File: src/rtl/bif_pkg.sv
// Shared types and constants for the bus-interface control path.
// Imported by the arbiter and the bus controller.
package bif_pkg;

  typedef logic [1:0] bif_state_t;

  localparam bif_state_t ST_IDLE = 2'd0;
  localparam bif_state_t ST_APR  = 2'd1;
  localparam bif_state_t ST_DAP  = 2'd2;
  localparam bif_state_t ST_REL  = 2'd3;

  localparam logic ACT_N  = 1'b0;
  localparam logic IDLE_N = 1'b1;

  // Counter holds values up to max(a,b)-1.
  function automatic int cnt_w(input int a, input int b);
    int m;
    m = (a > b) ? a : b;
    return (m < 2) ? 1 : $clog2(m);
  endfunction

endpackage

File: src/rtl/bif_rr_arb.sv
// Round-robin or fixed-priority one-hot selector.
// Pointer advances past the winner when adv is high.
module bif_rr_arb #(
  parameter int NCH     = 4,
  parameter bit RR_MODE = 1'b1
) (
  input  logic           clk,
  input  logic           rst,
  input  logic [NCH-1:0] req,
  input  logic           adv,
  output logic [NCH-1:0] gnt,
  output logic           any
);

  localparam int IW = $clog2(NCH);

  logic [IW-1:0]    ptr_q, ptr_d;
  logic [IW-1:0]    base, win;
  logic [2*NCH-1:0] dbl;
  logic [NCH-1:0]   rot;
  logic [IW:0]      sum;

  always_comb begin
    base = RR_MODE ? ptr_q : '0;
    dbl  = {req, req};
    rot  = NCH'(dbl >> base);
    any  = 1'b0;
    sum  = '0;
    // Descending scan so the lowest rotated index is kept.
    for (int i = NCH - 1; i >= 0; i--) begin
      if (rot[i]) begin
        sum = {1'b0, base} + (IW+1)'(i);
        any = 1'b1;
      end
    end
    if (sum >= (IW+1)'(NCH)) sum = sum - (IW+1)'(NCH);
    win = sum[IW-1:0];
    gnt = any ? (NCH'(1) << win) : '0;
    ptr_d = ptr_q;
    if (RR_MODE && adv && any)
      ptr_d = (win == IW'(NCH - 1)) ? '0 : win + 1'b1;
  end

  always_ff @(posedge clk) begin
    if (rst) ptr_q <= '0;
    else     ptr_q <= ptr_d;
  end

endmodule

File: src/rtl/bif_sync2.sv
// Two-flop synchroniser cell for asynchronous bus strobes.
// Resets to a selectable idle level.
module bif_sync2 #(
  parameter logic RST_VAL = 1'b1
) (
  input  logic clk,
  input  logic rst,
  input  logic d,
  output logic q
);

  logic s1_q, s2_q;

  always_ff @(posedge clk) begin
    if (rst) begin
      s1_q <= RST_VAL;
      s2_q <= RST_VAL;
    end else begin
      s1_q <= d;
      s2_q <= s1_q;
    end
  end

  assign q = s2_q;

endmodule

File: src/rtl/bif_bus_ctl_n.sv
// Bus-interface control: arbitration, APR/DAP handshake,
// timeout and per-channel completion reporting.
module bif_bus_ctl_n
  import bif_pkg::*;
#(
  parameter int NCH         = 4,
  parameter bit RR_MODE     = 1'b1,
  parameter int APR_CYCLES  = 2,
  parameter int TOUT_CYCLES = 64,
  parameter bit LOCK_EN     = 1'b1
) (
  input  logic           OSC,
  input  logic           CLEAR,
  input  logic [NCH-1:0] REQ,
  input  logic [NCH-1:0] LOCK,
  input  logic           BDRY_n,
  input  logic           BERROR_n,
  output logic [NCH-1:0] GNT,
  output logic           BAPR_n,
  output logic           BDAP_n,
  output logic [NCH-1:0] DONE,
  output logic [NCH-1:0] ERR,
  output logic           TMO,
  output logic           BUSY
);

  localparam int CW = cnt_w(APR_CYCLES, TOUT_CYCLES);

  bif_state_t     state_q, state_d;
  logic [CW-1:0]  cnt_q, cnt_d;
  logic [NCH-1:0] gnt_q, gnt_d;
  logic [NCH-1:0] done_q, done_d;
  logic [NCH-1:0] err_q, err_d;
  logic           bapr_q, bapr_d;
  logic           bdap_q, bdap_d;
  logic           tmo_q, tmo_d;

  logic           bdry_s, berr_s;
  logic [NCH-1:0] arb_gnt, lock_m;
  logic           arb_any, relock;

  bif_sync2 #(.RST_VAL(IDLE_N)) u_sync_bdry (
    .clk(OSC), .rst(CLEAR), .d(BDRY_n), .q(bdry_s)
  );

  bif_sync2 #(.RST_VAL(IDLE_N)) u_sync_berr (
    .clk(OSC), .rst(CLEAR), .d(BERROR_n), .q(berr_s)
  );

  bif_rr_arb #(.NCH(NCH), .RR_MODE(RR_MODE)) u_arb (
    .clk(OSC),
    .rst(CLEAR),
    .req(REQ),
    .adv(state_q == ST_IDLE),
    .gnt(arb_gnt),
    .any(arb_any)
  );

  assign lock_m = LOCK_EN ? LOCK : '0;
  assign relock = |(gnt_q & lock_m & REQ);

  always_comb begin
    state_d = state_q;
    cnt_d   = cnt_q;
    gnt_d   = gnt_q;
    bapr_d  = bapr_q;
    bdap_d  = bdap_q;
    done_d  = '0;
    err_d   = '0;
    tmo_d   = 1'b0;
    unique case (state_q)
      ST_IDLE: begin
        if (arb_any) begin
          gnt_d   = arb_gnt;
          bapr_d  = ACT_N;
          cnt_d   = '0;
          state_d = ST_APR;
        end
      end
      ST_APR: begin
        if (cnt_q == CW'(APR_CYCLES - 1)) begin
          bapr_d  = IDLE_N;
          bdap_d  = ACT_N;
          cnt_d   = '0;
          state_d = ST_DAP;
        end else begin
          cnt_d = cnt_q + 1'b1;
        end
      end
      ST_DAP: begin
        // Error beats ready; ready beats a same-cycle timeout.
        if (berr_s == ACT_N) begin
          err_d   = gnt_q;
          state_d = ST_REL;
        end else if (bdry_s == ACT_N) begin
          done_d  = gnt_q;
          state_d = ST_REL;
        end else if (cnt_q == CW'(TOUT_CYCLES - 1)) begin
          err_d   = gnt_q;
          tmo_d   = 1'b1;
          state_d = ST_REL;
        end else begin
          cnt_d = cnt_q + 1'b1;
        end
        if (state_d == ST_REL) begin
          bdap_d = IDLE_N;
          cnt_d  = '0;
        end
      end
      ST_REL: begin
        if (bdry_s == IDLE_N) begin
          cnt_d = '0;
          if (relock) begin
            bapr_d  = ACT_N;
            state_d = ST_APR;
          end else begin
            gnt_d   = '0;
            state_d = ST_IDLE;
          end
        end else if (cnt_q == CW'(TOUT_CYCLES - 1)) begin
          tmo_d   = 1'b1;
          gnt_d   = '0;
          cnt_d   = '0;
          state_d = ST_IDLE;
        end else begin
          cnt_d = cnt_q + 1'b1;
        end
      end
      default: state_d = ST_IDLE;
    endcase
  end

  always_ff @(posedge OSC) begin
    if (CLEAR) begin
      state_q <= ST_IDLE;
      cnt_q   <= '0;
      gnt_q   <= '0;
      bapr_q  <= IDLE_N;
      bdap_q  <= IDLE_N;
      done_q  <= '0;
      err_q   <= '0;
      tmo_q   <= 1'b0;
    end else begin
      state_q <= state_d;
      cnt_q   <= cnt_d;
      gnt_q   <= gnt_d;
      bapr_q  <= bapr_d;
      bdap_q  <= bdap_d;
      done_q  <= done_d;
      err_q   <= err_d;
      tmo_q   <= tmo_d;
    end
  end

  assign GNT    = gnt_q;
  assign BAPR_n = bapr_q;
  assign BDAP_n = bdap_q;
  assign DONE   = done_q;
  assign ERR    = err_q;
  assign TMO    = tmo_q;
  assign BUSY   = (state_q != ST_IDLE);

endmodule

File: config.mk
export PLATFORM = sky130hd
export DESIGN_NAME = bif_bus_ctl_n
export DESIGN_NICKNAME = d
export VERILOG_FILES = /design/src/rtl/bif_pkg.sv /design/src/rtl/bif_rr_arb.sv /design/src/rtl/bif_sync2.sv /design/src/rtl/bif_bus_ctl_n.sv
export SDC_FILE = /design/constraint.sdc
export NUM_CORES = 1
export LEC_CHECK = 0
export CAP_MARGIN = 0
export CORE_ASPECT_RATIO = 0.5
export CORE_MARGIN = 2
export CORE_UTILIZATION = 50
export DETAILED_ROUTE_END_ITERATION = 16
export PLACE_DENSITY = 0.77
export RECOVER_POWER = 50
export SYNTH_ARGS = -nofsm -noshare
export SYNTH_HDL_FRONTEND = slang
export SYNTH_SLANG_ARGS = --single-unit
File: constraint.sdc
create_clock -name OSC -period 3.5 [get_ports OSC]
set_input_delay 0.875 -clock OSC [delete_from_list [all_inputs] [get_ports OSC]]
set_output_delay 0.875 -clock OSC [all_outputs]
set_load 0.01 [all_outputs]
# == Word level (Yosys, flattened, before mapping) ==
# Index checks and enable logic that the tools add are counted.
# op_classes
n_bitwise,4
order_cmp,1
muxes,50
n_eq_ne,17
add_sub_neg,6
n_shift,2
n_reduce_logical,14
# ops
cell,count
$mux W6,8
$mux W4,7
$pmux W6 S4,1
$mux W2,10
$mux W1,15
$mux W3,4
$ne A3 B2 Y1 const B,3
$and A4 B4 Y4,2
$eq A2 B2 Y1 const B,4
$ne A2 B2 Y1 const B,4
$pmux W2 S4,1
$pmux W4 S2,1
$reduce_and A4 Y1,2
$reduce_or A4 Y1,2
$shr A8 B2 Y4,1
$add A2 B2 Y3 const B,2
$add A6 B1 Y6 const B,1
$eq A6 B1 Y1 const B,1
$eq A6 B6 Y1 const B,1
$ne A3 B3 Y1 const B,2
$reduce_and A3 Y1,2
$reduce_bool A2 Y1,3
$reduce_and A5 Y1,1
$pmux W1 S2,2
other kinds (13),14
# totals
ff_bits,29
elab_cells,107

# == Depth between registers and ports, before layout ==
# logic_depth
word_depth,10
mapped_depth,7
mapped_depth_nobuf,7

# == Modules after synthesis ==
# Synthesis repeated with hierarchy kept, for this count alone.
# hier_totals
hier_cells,164
area_unflattened_um2,1552.7
# modules_own_cells
mod,seq_area_each_um2,instances,area_each_um2,cells_per_inst
bif_bus_ctl_n,460.4,1,1176.1,124
bif_rr_arb,40.0,1,271.5,32
bif_sync2,40.0,2,52.6,4

# == Worst setup path before layout ==
# OpenSTA, ideal clock, no wires.
# synth_timing
path_type,in2reg
start,in REQ[3]
end,reg state_q[0]
slack_ns,1.509
t_arrival_ns,1.896
path_stages,5
path_buffers,0
cell_sequence,nor4_1 nand2_1 nand3_1 o32ai_1 a221oi_1
# synth_between
elab_chain_len,7
# synth_rtl
element,line_no,source
start: declaration,bif_bus_ctl_n.sv:14,"input logic [NCH-1:0] REQ,"
$shr A8 B2 Y4,bif_rr_arb.sv:26,rot = NCH'(dbl >> base);
$mux W1 (4 in series),bif_rr_arb.sv:31,if (rot[i]) begin
$ne A2 B2 Y1 (no source line),-,
$reduce_and A3 Y1 (no source line),-,
end signal: assignment,bif_bus_ctl_n.sv:144,state_q <= state_d;
end: declaration,bif_bus_ctl_n.sv:29,"bif_state_t state_q, state_d;"
# Parallel ways exist; a longest one is shown, timed or not.
# A chain may end at the register's enable or synchronous reset.

# == Worst setup path after layout ==
# layout_timing
start,reg state_q[0]
end,out BUSY
# layout_between
elab_chain_len,1
# layout_rtl
element,line_no,source
$reduce_bool A2 Y1,bif_bus_ctl_n.sv:161,assign BUSY = (state_q != ST_IDLE);
end: declaration,bif_bus_ctl_n.sv:24,output logic BUSY
# Every way passes these cells.

==> results.py <==
metrics = {
    "synth": {
        "async_flop_share_pct": 0,
        "synth_ff_type": "dfxtp_1",
        "syn-cell-area_um2": 1440,
        "synth-seq-cells": 29,
        "synth_cell_type_count": 40,
        "yosysWarnings": 0,
        "synth_edf_count": 0,
        "synth-seq-area-share_pct": 40.2,
        "postSynthAreaPerCell_um2": 8.54,
        "synthesis.nets": 192,
        "synth_top_area_cell": "dfxtp_1",
        "synth_top_cells_by_area": "dfxtp_1 (40%), ha_1 (9.5%), nor2_1 (4.7%), nand2_1 (4.4%), and2_1 (3.9%)",
        "synth_cells": 169,
        "synth_top_cell_area_share_pct": 40.2,
    },
    "setup_path": {
        "r2r-end": "cnt_q[4]$_SDFFE_PP0P_",
        "reg2reg_slack_ns": 1.58,
        "path_buf_inv": 3,
        "slowest_delay_ns": 0.53,
        "worstPathArrival_ns": 1.69,
        "crit_required_ns": 2.62,
        "crit_path_cell_trace": "inv_1, ha_1, inv_1, clkdlybuf4s50_1",
        "r2r-start": "state_q[0]$_SDFFE_PP0P_",
        "cp_max_fo": 5,
        "crit_top_cell": "inv_1",
        "crit_type": "flip-flop to primary output",
        "crit_family": "buffers and inverters",
        "end_kind": "primary output",
        "startpoint_type": "flip-flop",
        "reg2reg_depth": 7,
        "slowest_stage": "clkdlybuf4s50_1",
    },
    "clocking": {
        "clk_pin_slew_ns": 0.07,
        "cts.root.buffer_cell": "clkbuf_8",
        "ctsHtreeMaxLevel": 2,
        "clock_sinks": 29,
        "post_cts_buffers": 0,
        "numCtsBuffers": 5,
        "insertion_delay_ns": 0.28,
        "tritoncts": "done",
        "clock_path_buffers": 2,
        "cts_resized": 0,
        "hold_buffers": 0,
    },
    "timing": {
        "fin_skew_ns": 0.00764,
        "setup-tns-final_ns": 0,
        "clock.fmax_mhz": 390,
        "final_hold_viol_count": 0,
        "final-max-slew-violation-count": 0,
        "max-slew-margin-rel_pct": 64.9,
        "fin_crit_ns": 2.56,
        "setup_viol": 0,
        "rsz0062_at_grt": "no",
        "worst_slew_pin_slew_ns": 0.522,
        "min_period_over_period_pct": 73.3,
        "setup_ws_ns": 0.935,
    },
    "global_route": {
        "overflow": 0,
        "grt_max_degree": 14,
        "grt_antenna_before_repair": 0,
        "grt_usage_pct": 20.2,
        "grt_first_pass_wirelength_um": 5150,
        "grt_pass1_vias": 1136,
    },
    "worst_hold_path": {
        "holdCritStartpoint": "u_sync_berr.s1_q$_SDFF_PP1_",
        "whs_path_depth": 1,
        "hp-class": "flip-flop to flip-flop",
        "min_to": "u_sync_berr.q$_SDFF_PP1_",
    },
    "die": {
        "initial_core_util_pct": 54.1,
        "core_um2": 2670,
        "die_area_um2": 3360,
        "ios": 28,
        "rows": 13,
        "die_y_um": 42,
        "die_w_um": 80.0,
    },
    "status": {
        "status": "completed",
    },
    "routing": {
        "via_count": 1323,
        "drc": 0,
        "drt_pass1_iterations": 5,
        "drt-vias-per-instance": 5.56,
        "wirelength_um": 3140,
        "drt_iter0_markers": 80,
        "wl_per_cell_um": 13.2,
        "postRouteAntennaNets": 0,
    },
    "cells_and_area": {
        "num_antenna_cells": 0,
        "final_common_cell": "dfxtp_1",
        "drive_above_1_share_pct": 7.46,
        "syn_to_final_growth_pct": 29.2,
        "fin_area_um2": 1870,
        "layout_common_cells": "dfxtp_1 (29), nor2_1 (18), nand2_1 (17)",
        "finalNetCount": 223,
        "nFillCells": 229,
    },
    "power_and_ir_drop": {
        "irDropWorstVdd_mv": 0.383,
        "leakagePower_nw": 0.761,
        "powerDensity_nw_per_um2": 689,
    },
    "place": {
        "portBuffers": 27,
        "placed_area_um2": 1750,
        "pre_cts_ws_ns": 0.678,
        "place_congestion": 0.899,
        "place_hpwl_um": 2190,
    },
    "flow_run": {
        "drv_cap": 0,
    },
}
-- where the power goes --
part,leakage [nW],internal [mW],switching [mW]
combinational,0.466,0.220,0.265
sequential,0.237,0.383,0.0580
clock,0.0585,0.232,0.127
total,0.761,0.835,0.450
-- flip-flops by register name (all words and copies together) (netlist names) --
register          cells
TMO                   1
cnt_q                 6
state_q               2
DONE                  4
u_arb.base            2
BDAP_n                1
u_sync_berr.q         1
u_sync_bdry.s1_q      1
ERR                   4
BAPR_n                1
u_sync_berr.s1_q      1
u_sync_bdry.q         1
GNT                   4
-- worst register-to-register path, stage by stage (launching register included) --
cell and delay [ns]:
dfxtp_1 0.36, inv_1 0.17, ha_1 0.33, nand3_1 0.13, nand2b_1 0.18, o211ai_1 0.36, a31oi_1 0.16, o21ai_0 0.16
-- cell families (layout without fill, tap and decap cells) --
kind of cell / after synthesis / in the layout / synth area share (%)
and+or+nand+nor: 71 / 71 / 24.4
AOI/OAI and AO/OA: 41 / 41 / 19.7
DFF: 29 / 29 / 40.2
buffers and inverters: 13 / 45 / 3.38
adders and majority gates: 11 / 11 / 9.53
muxes: 4 / 4 / 2.77
-- how the worst max path moves through the flow --
stage	startpoint	end	slack, ns	cells past startpoint
after floorplan	REQ[3]	state_q[0]$_SDFFE_PP0P_	1.51	5
after global placement	REQ[0]	state_q[0]$_SDFFE_PP0P_	0.74	6
after detailed placement	REQ[0]	state_q[0]$_SDFFE_PP0P_	0.68	6
after CTS	REQ[0]	state_q[0]$_SDFFE_PP0P_	0.94	6
after global routing	REQ[0]	state_q[0]$_SDFFE_PP0P_	0.80	6
final	state_q[0]$_SDFFE_PP0P_	BUSY	0.94	4
-- routing by layer --
metal	part of all wire (%)	global-route usage (%)
met1	49	27.4
met4	1.9	8.14
met2	40	29.7
met3	8.2	6.68
met5	0	0
-- cell usage after synthesis, drive strengths merged (4+ instances only) --
cell type	count
ha	11
o21ai	10
a21oi	9
and2	9
or2	4
nand3	9
inv	9
nor2	18
clkbuf	4
dfxtp	29
nand2	17
mux2i	4
-- per-stage QoR --
stage                     hold slack, ns  utilization, %  total power, mW  cells
final                              0.409            69.9             1.29    238
after global routing               0.427            69.9             1.37    238
after CTS                          0.410            70.1             1.29    238
after detailed placement           0.395            65.7            0.925    230
after global placement             0.391            65.7            0.914    230
after floorplan                    0.389               -            0.769    169
-- final cells by class --
| class | count | area (um^2) | share of cell area (%) |
|---|---|---|---|
| Inverter | 9 | 33.8 | 1.81 |
| Clock inverter | 1 | 30.0 | 1.61 |
| Tap cell | 37 | 46.3 | 2.48 |
| Sequential cell | 29 | 581 | 31.1 |
| Multi-Input combinational cell | 127 | 815 | 43.7 |
| Clock buffer | 7 | 86.3 | 4.63 |
| Timing Repair Buffer | 28 | 274 | 14.7 |
Power figures use the tool's default switching activity.
